==> src/rtl/minmax_stream_avg.sv <==
// Frame-based min/max tracker: collects COUNT samples after a start pulse and
// reports average, range, min or max of the frame extremes with a done pulse.
module minmax_stream_avg #(
  parameter int DATA_W = 8,
  parameter int COUNT  = 8,
  parameter int SIGNED = 0,
  parameter int ROUND  = 0
) (
  input  logic              clock,
  input  logic              reset,
  input  logic              start,
  input  logic [1:0]        mode,
  input  logic              data_valid,
  input  logic [DATA_W-1:0] data,
  output logic [DATA_W-1:0] W,
  output logic [DATA_W-1:0] min_out,
  output logic [DATA_W-1:0] max_out,
  output logic              done,
  output logic              busy
);

  localparam int CW = $clog2(COUNT + 1);
  localparam int SW = DATA_W + 1;

  typedef enum logic [1:0] {IDLE, COLLECT, CALC} state_t;

  state_t            state;
  logic [CW-1:0]     cnt;
  logic [1:0]        mode_q;
  logic [DATA_W-1:0] run_min;
  logic [DATA_W-1:0] run_max;
  logic [DATA_W-1:0] result;
  logic [SW-1:0]     sum;

  function automatic logic lt(input logic [DATA_W-1:0] a, input logic [DATA_W-1:0] b);
    if (SIGNED != 0) return $signed(a) < $signed(b);
    return a < b;
  endfunction

  function automatic logic [SW-1:0] ext(input logic [DATA_W-1:0] v);
    return {(SIGNED != 0) && v[DATA_W-1], v};
  endfunction

  // The extra sum bit absorbs the carry; dropping it after the shift makes
  // logical and arithmetic shifts equivalent here.
  always_comb begin
    sum    = ext(run_min) + ext(run_max) + SW'(ROUND != 0);
    result = '0;
    case (mode_q)
      2'b00:   result = DATA_W'(sum >> 1);
      2'b01:   result = run_max - run_min;
      2'b10:   result = run_min;
      default: result = run_max;
    endcase
  end

  always_ff @(posedge clock or posedge reset) begin
    if (reset) begin
      state   <= IDLE;
      cnt     <= '0;
      mode_q  <= '0;
      run_min <= '0;
      run_max <= '0;
      W       <= '0;
      min_out <= '0;
      max_out <= '0;
      done    <= 1'b0;
      busy    <= 1'b0;
    end else begin
      done <= 1'b0;
      case (state)
        IDLE: begin
          if (start) begin
            mode_q <= mode;
            cnt    <= '0;
            busy   <= 1'b1;
            state  <= COLLECT;
          end
        end
        COLLECT: begin
          if (data_valid) begin
            cnt <= cnt + CW'(1);
            if (cnt == '0) begin
              run_min <= data;
              run_max <= data;
            end else begin
              if (lt(data, run_min)) run_min <= data;
              if (lt(run_max, data)) run_max <= data;
            end
            if (cnt == CW'(COUNT - 1)) state <= CALC;
          end
        end
        CALC: begin
          W       <= result;
          min_out <= run_min;
          max_out <= run_max;
          done    <= 1'b1;
          busy    <= 1'b0;
          state   <= IDLE;
        end
        default: state <= IDLE;
      endcase
    end
  end

endmodule
==> config.mk <==
export PLATFORM = sky130hd
export DESIGN_NAME = minmax_stream_avg
export DESIGN_NICKNAME = d
export VERILOG_FILES = /design/src/rtl/minmax_stream_avg.sv
export SDC_FILE = /design/constraint.sdc
export NUM_CORES = 1
export LEC_CHECK = 0
export CAP_MARGIN = 15
export CORE_MARGIN = 5
export CORE_UTILIZATION = 35
export CTS_BUF_LIST = sky130_fd_sc_hd__clkbuf_16
export DETAILED_ROUTE_END_ITERATION = 6
export GPL_TIMING_DRIVEN = 1
export PLACE_DENSITY = 0.65
export SLEW_MARGIN = 25
export SYNTH_ARGS = -nofsm -noshare
export SYNTH_HDL_FRONTEND = slang
export SYNTH_SLANG_ARGS = --single-unit
==> constraint.sdc <==
create_clock -name clock -period 5.17 [get_ports clock]
set_clock_uncertainty 0.15 [all_clocks]
set_input_delay 1.034 -clock clock [delete_from_list [all_inputs] [get_ports clock]]
set_output_delay 1.034 -clock clock [all_outputs]
set_load 0.01 [all_outputs]
==> metrics.yaml, run 1 <==
n_fill_cell: 857
synth-edff-count: 0
drive_gt1_share_pct: 7.22
mostFrequentLayoutCells: "dfrtp_1, nand2_1, clkdlybuf4s50_1"
regArea_um2: 1250
via_per_inst: 5.10
p_leak_nw: 1.73
grt_pass1_wl_um: 12100
arrival_ns: 3.16
place.gp.congestion: 0.869
cp_slowest_cell: "clkdlybuf4s50_1"
hp-class: "reg -> reg"
synth_top_area_share_pct: 39.7
cpPeakStageDelay_ns: 0.50
htree_levels: 2
rsz0062_at_grt: "false"
fin_crit_ns: 3.13
core_region_area_um2: 8760
drt_iter0_markers: 100
post_cts_buffers: 0
holdPathStages: 2
netlist-cell-type-count: 47
r2r_cells: 7
start_util_pct: 35.9
syn_nets: 373
clock-sinks: 50
synthTopCellsByArea: "dfrtp_1, ha_1, nand2_1, o21ai_0, mux2_2"
num_rows: 34
tightest_slew_ns: 0.856
worstSkewPairLatency_ns: 0.29
synth_compound_area_share_pct: 15.4
avgRoutedWirePerCell_um: 14.7
synth_top_cell_by_area: "dfrtp_1"
antenna_cells: 0
wl_um: 6880
clk_pin_slew_ns: 0.07
crit_fanout: 8
ir_worst_vdd_mv: 0.192
status: "finished clean"
cp.required_ns: 5.20
areaGrowthSynthToFinish_pct: 21.1
finalSetupTns_ns: 0
synth_area_per_cell_um2: 9.69
async_flop_share_pct: 100
first_pass_iters: 4
grt_max_degree: 51
cts_max_path_buffers: 2
power_density_nw_per_um2: 655
die_h_um: 105
synth-seq-area-share_pct: 39.7
cts_tree: "built"
cts_buffers: 5
synth_xor_area_share_pct: 2.50
die_w_um: 105
grt_pass1_vias: 2475
cts_resized: 0
multi_input_area_um2: 1730
io_buffers: 39
worstSetupPathType: "in -> reg"
drv_slew: 0
fin_crit_sh_pct: 60.6
vias: 2387
setup_viol: 0
grt-ovfl-total: 0
grt_use_total_pct: 13.1
regToRegSetupSlack_ns: 2.72
route.detailed.drc: 0
netlist_instances: 325
hold_violations: 0
fmax_mhz: 319
synthAdderAreaFrac_pct: 14.0
cp_cell_sequence: "clkdlybuf4s50_1 > inv_1 > ha_1 > a21o_1 > a21oi_1 > o21ai_0 > a21oi_2 > mux2_2"
ys_ff_latch: 50
ioPinCount: 40
synth_simple_gate_area_share_pct: 14.2
antenna_found_initial: 0
relSlewSlack_pct: 42.9
ant_nets: 0
whs_ns: 0.327
crit_path_end_kind: "flop"
fin_nets: 407
dieArea_um2: 11000
yosys_most_used_dff: "dfrtp_1"
max-cap-violations: 0
synth_top_family_by_area: "compound AO/OA/AOI/OAI gates"
place.detailed.hpwl_um: 5330
cts_hold_buf: 0
clock-root-buffer: "clkbuf_16"
synthMuxAreaShare_pct: 9.02
worstSetupStartpointType: "primary input"
synth_warnings: 0
final_common_cell: "dfrtp_1"
syn-cell-area_um2: 3150
-- critical path: cells and delay by family --
family / cells / cell delay (ns)
AOI/OAI and AO/OA: 4 / 0.84
muxes: 1 / 0.39
adders and majority gates: 1 / 0.32
buffers and inverters: 2 / 0.57
-- per-stage QoR --
step / power (mW) / area (µm²) / setup slack [ns] / util [%] / instances
after CTS: 2.52 / 3810 / 2.05 / 43.5 / 468
after global placement: 2.06 / 3620 / 1.80 / 41.3 / 460
after detailed placement: 2.09 / 3620 / 1.75 / 41.3 / 460
final: 2.50 / 3810 / 2.04 / 43.5 / 468
after floorplan: 1.69 / 3150 / 2.48 / - / 325
after global routing: 2.72 / 3810 / 1.96 / 43.5 / 468
-- Yosys cell counts (6+ instances only) --
cell type,count
a21oi_1,16
clkbuf_1,11
dfrtp_1,50
ha_1,32
inv_1,26
mux2_2,9
mux2i_1,10
nand2_1,47
nor2_1,9
o21ai_0,25
xor2_1,6
-- final cells by class --
class / count / area share, %
clock buffers: 5 / 3.28
repair buffers: 40 / 10.4
inverters: 28 / 2.79
flip-flops and latches: 50 / 32.8
clock inverters: 3 / 1.67
multi-input cells: 234 / 45.5
well taps: 108 / 3.54
-- where the power goes --
group	internal, mW	switching (mW)
Combinational	0.653	0.692
Sequential	0.547	0.189
Clock	0.276	0.141
-- kinds of logic after synthesis --
| family | Yosys count |
|---|---|
| and+or+nand+nor | 92 |
| AOI/OAI and AO/OA | 76 |
| DFF | 50 |
| buffers and inverters | 41 |
| adders and majority gates | 34 |
| muxes | 23 |
| xor gates and xnor gates | 9 |
-- per-layer routing --
layer  GRT usage (%)  share of wire (%)  vias to the layer above
li1                -                  -                     1203
met1            17.9                 48                     1139
met2            21.0                 48                       34
met3            1.91                2.4                       11
met4            5.11                2.0                        0
met5               0                  0                        -
-- state kept, by name, indices dropped and copies added (netlist names), 2 cells and up --
name,flops
cnt,4
run_max,8
max_out,8
mode_q,2
W,8
run_min,8
min_out,8
state,2
-- path summary, 6_finish.rpt --
| path | from | to |
|---|---|---|
| min in group asynchronous | reset | done |
| worst min register to register | max_out[4] | max_out[4] |
| worst min-delay path | max_out[4] | max_out[4] |
| max in group asynchronous | reset | state[1] |
| worst max register to register | run_min[2] | W[2] |
| worst max-delay path | data[6] | run_max[3] |
No activity file was read; power rests on OpenSTA's default activity.
==> run 2, diff against run 1 <==
--- a/config.mk
+++ b/config.mk
@@ -11,7 +11,7 @@
 export CTS_BUF_LIST = sky130_fd_sc_hd__clkbuf_16
 export DETAILED_ROUTE_END_ITERATION = 6
 export GPL_TIMING_DRIVEN = 1
-export PLACE_DENSITY = 0.65
+export PLACE_DENSITY = 0.67
 export SLEW_MARGIN = 25
 export SYNTH_ARGS = -nofsm -noshare
 export SYNTH_HDL_FRONTEND = slang
==> constraint.sdc (replaced) <==
create_clock -name clock -period 2.8 [get_ports clock]
set_clock_uncertainty 0.15 [all_clocks]
set_input_delay 0.56 -clock clock [delete_from_list [all_inputs] [get_ports clock]]
set_output_delay 0.56 -clock clock [all_outputs]
set_load 0.01 [all_outputs]
==> run 2 against run 1 <==
Die area unchanged. Clock-buffer cell count unchanged. Wire length increased by 2.2%. Setup slack got worse by 1.7 ns. Via count increased by 4.0%. Global-route usage increased by 0.065 points. Sequential power increased by 82%. Critical path depth decreased by 1. Non-clock buffer count increased by 10. Largest power group unchanged. Highest routed layer unchanged.
==> metrics.yaml, run 2 (synthesis gave the netlist of run 1 again) <==
status: "finished clean"
drt_iter0_markers: 99  # -1.0%
drv_slew: 0  # unchanged
dr_wl_met2_um: 3300  # +0.98%
r2r_cells: 7  # unchanged
route.detailed.drc: 0  # unchanged
setup_viol: 0  # unchanged
wl_met1_um: 3350  # +1.3%
antenna_cells: 0  # unchanged
fin_nets: 417  # +2.5%
core_region_area_um2: 8760  # unchanged
post_cts_buffers: 0  # unchanged
cts_resized: 0  # unchanged
htree_levels: 2  # unchanged
ioPinCount: 40  # unchanged
worstSetupPathType: "reg -> reg"
cp_cell_sequence: "inv_1 > ha_1 > nor3b_2 > nor3_2 > xnor2_1 > mux4_2 > mux2_4"
via_per_inst: 5.19  # +1.8%
relSlewSlack_pct: 64.0  # +21 points
crit_path_end_kind: "flop"
antenna_found_initial: 0  # unchanged
drive_gt1_share_pct: 9.19  # +2.0 points
ir_worst_vdd_mv: 0.437  # +130%
vias: 2482  # +4.0%
dieArea_um2: 11000  # unchanged
crit_fanout: 9  # +1
place_ws_ns: 0.0454  # -1.71 ns
fin_crit_ns: 2.46
power_density_nw_per_um2: 1170  # +79%
clock-sinks: 50  # unchanged
max-cap-violations: 0  # unchanged
die_h_um: 105  # unchanged
cts_hold_buf: 0  # unchanged
num_rows: 34  # unchanged
grt_pass1_wl_um: 12100  # +0.69%
start_util_pct: 35.9  # unchanged
hp-class: "reg -> reg"
grt_max_degree: 28  # -45%
areaGrowthSynthToFinish_pct: 22.2
ant_nets: 0  # unchanged
rsz0062_at_grt: "false"
regArea_um2: 1250  # unchanged
final_area_um2: 3850  # +0.89%
grt_use_total_pct: 13.2  # +0.065 points
grt-ovfl-total: 0  # unchanged
cpPeakStageDelay_ns: 0.51  # about the same
power_mw: 4.52  # +81%
wl_um: 7030  # +2.2%
clock-root-buffer: "clkbuf_16"
avgRoutedWirePerCell_um: 14.7  # about the same
place_area_um2: 3710  # +2.4%
grt_pass1_vias: 2484  # +0.36%
worst_slack_ns: 0.340  # -1.70 ns
worstSkewPairLatency_ns: 0.28  # about the same
finalSetupTns_ns: 0  # unchanged
cts_tree: "built"
fmax_mhz: 406
place.detailed.hpwl_um: 5610  # +5.4%
n_fill_cell: 882  # +2.9%
p_leak_nw: 1.76  # +1.7%
place.gp.congestion: 0.844  # -2.9%
tightest_slew_ns: 0.539  # -0.318 ns
regToRegSetupSlack_ns: 0.34  # -2.38 ns
holdPathStages: 2  # unchanged
first_pass_iters: 4  # unchanged
fin_crit_sh_pct: 87.9
final_common_cell: "dfrtp_1"
finish.utilization_pct: 43.9  # +0.39 points
hold_violations: 0  # unchanged
cts_buffers: 5  # unchanged
io_buffers: 39  # unchanged
clk_pin_slew_ns: 0.06  # about the same
cp_slowest_cell: "ha_1"
worstSetupStartpointType: "flop"
cts_max_path_buffers: 2  # unchanged
top_layer: "met4"
arrival_ns: 2.48  # -0.68 ns
wl_met3_um: 259  # +54%
mostFrequentLayoutCells: "dfrtp_1, nand2_1, clkdlybuf4s50_1"
die_w_um: 105  # unchanged
multi_input_area_um2: 1730  # unchanged
cp.required_ns: 2.82  # -2.38 ns
## run 2: routing by layer
layer / track usage (%) / vias to the layer above
li1: - / 1224
met1: 18.1 / 1198
met2: 21.5 / 51
met3: 1.91 / 9
met4: 4.11 / 0
met5: 0 / -
## run 2: power by group
| part | switching, mW | internal, mW |
|---|---|---|
| clock | 0.250 | 0.322 |
| combinational | 1.33 | 1.28 |
| sequential | 0.327 | 1.01 |
| total | 1.91 | 2.61 |
## run 2: worst paths after layout
path / startpoint / end
min: max_out[4] / max_out[4]
min reg2reg: max_out[4] / max_out[4]
max: run_min[2] / W[2]
min in group asynchronous: reset / done
max in group asynchronous: reset / state[0]
max reg2reg: run_min[2] / W[2]
## run 2: worst max-delay path: cells and delay by family (launching register included)
| kind | cells | cell delay (ns) |
|---|---|---|
| flip-flops | 1 | 0.40 |
| AND/OR/NAND/NOR | 2 | 0.36 |
| XOR/XNOR | 1 | 0.11 |
| buffers and inverters | 1 | 0.12 |
| multiplexers | 2 | 0.71 |
| adder cells (fa/ha/maj) | 1 | 0.51 |
## run 2: per-stage QoR
stage | hold WS [ns] | cells
5_1_grt | 0.359 | 478
4_1_cts | 0.330 | 478
3_5_place_dp | 0.313 | 470
3_3_place_gp | 0.313 | 470
2_1_floorplan | 0.347 | 325
6_report | 0.320 | 478
## run 2: cell type report
cell class              count  share of cell area (%)
clock inverters             3                   0.293
repair buffers             50                    12.6
inverters                  28                    2.73
well taps                 108                    3.51
clock buffers               5                    3.25
flip-flops and latches     50                    32.5
multi-input cells         234                    45.1
==> run 3, diff against run 2 <==
==> constraint.sdc (replaced) <==
create_clock -name clock -period 2.8 [get_ports clock]
set_clock_uncertainty 0.15 [all_clocks]
set_input_delay 0.56 -clock clock [delete_from_list [all_inputs] [get_ports clock]]
set_output_delay 0.56 -clock clock [all_outputs]
set_load 0.1 [all_outputs]
==> run 3 against run 2 <==
Cell area is 1.4% lower. Global-route usage is 0.30 points lower. Sequential share of layout area is 0.46 points higher. Non-clock buffer count is 2 lower. Cell count is 0.42% lower. Wire length is 2.0% lower. Hold slack better by 0.0046 ns. Die area stayed put. Clock-buffer cell count stayed put. Largest cell class unchanged.
==> metrics.yaml, run 3 (synthesis gave the netlist of run 1 again) <==
fin_nets: 415  # -0.48%
antenna_cells: 0  # unchanged
grt_max_degree: 29  # +3.6%
grt_use_total_pct: 12.9  # -0.30 points
grt_pass1_vias: 2419  # -2.6%
avgRoutedWirePerCell_um: 14.5  # -1.6%
num_rows: 34  # unchanged
worstSetupPathType: "in -> reg"
cts_resized: 0  # unchanged
cts_tree: "built"
dp_cells: 468  # -0.43%
ant_nets: 0  # unchanged
max-cap-violations: 0  # unchanged
setup_viol: 0  # unchanged
relSlewSlack_pct: 48.5  # -16 points
clock-sinks: 50  # unchanged
arrival_ns: 2.48  # about the same
grt_pass1_wl_um: 11900  # -2.2%
crit_path_end_kind: "flop"
n_fill_cell: 892  # +1.1%
ioPinCount: 40  # unchanged
fin_crit_ns: 2.45  # -0.00779 ns
final_common_cell: "dfrtp_1"
drive_gt1_share_pct: 16.0  # +6.8 points
cts_hold_buf: 0  # unchanged
core_region_area_um2: 8760  # unchanged
post_cts_buffers: 0  # unchanged
cts_max_path_buffers: 2  # unchanged
mostFrequentLayoutCells: "dfrtp_1, nand2_1, buf_4"
antenna_found_initial: 0  # unchanged
first_pass_iters: 4  # unchanged
start_util_pct: 35.9  # unchanged
route.detailed.drc: 0  # unchanged
dieArea_um2: 11000  # unchanged
drv_slew: 0  # unchanged
die_h_um: 105  # unchanged
status: "finished clean"
hold_violations: 0  # unchanged
fmax_mhz: 408  # +0.32%
rsz0062_at_grt: "false"
htree_levels: 2  # unchanged
finish.utilization_pct: 43.3  # -0.61 points
clk_pin_slew_ns: 0.06  # about the same
fin_crit_sh_pct: 87.6  # -0.28 points
die_w_um: 105  # unchanged
wl_um: 6880  # -2.0%
grt-ovfl-total: 0  # unchanged
finalSetupTns_ns: 0  # unchanged
io_buffers: 39  # unchanged
regToRegSetupSlack_ns: 0.36  # +0.02 ns
cts_buffers: 5  # unchanged
final_area_um2: 3790  # -1.4%
fin_cells: 476  # -0.42%
drt_iter0_markers: 99  # unchanged
areaGrowthSynthToFinish_pct: 20.5
tightest_slew_ns: 0.773  # +0.234 ns
hp-class: "reg -> reg"
place_area_um2: 3630  # -2.2%
worstSkewPairLatency_ns: 0.28  # about the same
place.gp.congestion: 0.868  # +2.9%
vias: 2460  # -0.89%
via_per_inst: 5.17  # -0.47%
cp.required_ns: 2.82  # about the same
place.detailed.hpwl_um: 5490  # -2.3%
worstSetupStartpointType: "primary input"
clock-root-buffer: "clkbuf_16"
crit_fanout: 5  # -4
[run 3: worst max-delay path: stages]
cell             delay, ns
clkdlybuf4s50_1       0.48
inv_1                 0.07
ha_1                  0.31
a21o_1                0.18
a21oi_1               0.12
o21ai_0               0.10
a21oi_2               0.16
buf_4                 0.16
mux2_2                0.33
[run 3: final timing paths]
| path | cells after the start | to | from |
|---|---|---|---|
| min in group asynchronous | 2 | mode_q[0] | reset |
| setup / recovery | 9 | run_max[7] | data[6] |
| hold reg to reg | 2 | max_out[7] | max_out[7] |
| hold / removal | 2 | max_out[7] | max_out[7] |
| max in group asynchronous | 3 | run_min[4] | reset |
| setup reg to reg | 7 | W[2] | run_min[2] |
[run 3: layout make-up]
| cell class | count | area, µm² | share of cell area [%] |
|---|---|---|---|
| Multi-Input combinational cell | 234 | 1730 | 45.7 |
| Tap cell | 108 | 135 | 3.56 |
| Clock inverter | 3 | 37.5 | 0.989 |
| Timing Repair Buffer | 48 | 405 | 10.7 |
| Inverter | 28 | 105 | 2.77 |
| Clock buffer | 5 | 125 | 3.30 |
| Sequential cell | 50 | 1250 | 33.0 |
[run 3: through the flow]
step           setup WS [ns]  hold WS (ns)
3_5_place_dp          0.0406         0.317
3_3_place_gp          0.0641         0.316
2_1_floorplan          0.587         0.347
4_1_cts                0.341         0.333
6_report               0.347         0.325
5_1_grt                0.198         0.358
[run 3: routing by layer]
metal	global-route usage (%)	wire, µm	vias up
met2	21.3	3260	40
met1	17.4	3340	1191
met5	0	0	-
met3	2.16	205	5
met4	3.84	81	0
li1	-	-	1224
Power of run 3 is left out: the tool's default activity adds up to more than one toggle a clock period on the data nets, which glitch-free logic cannot reach.
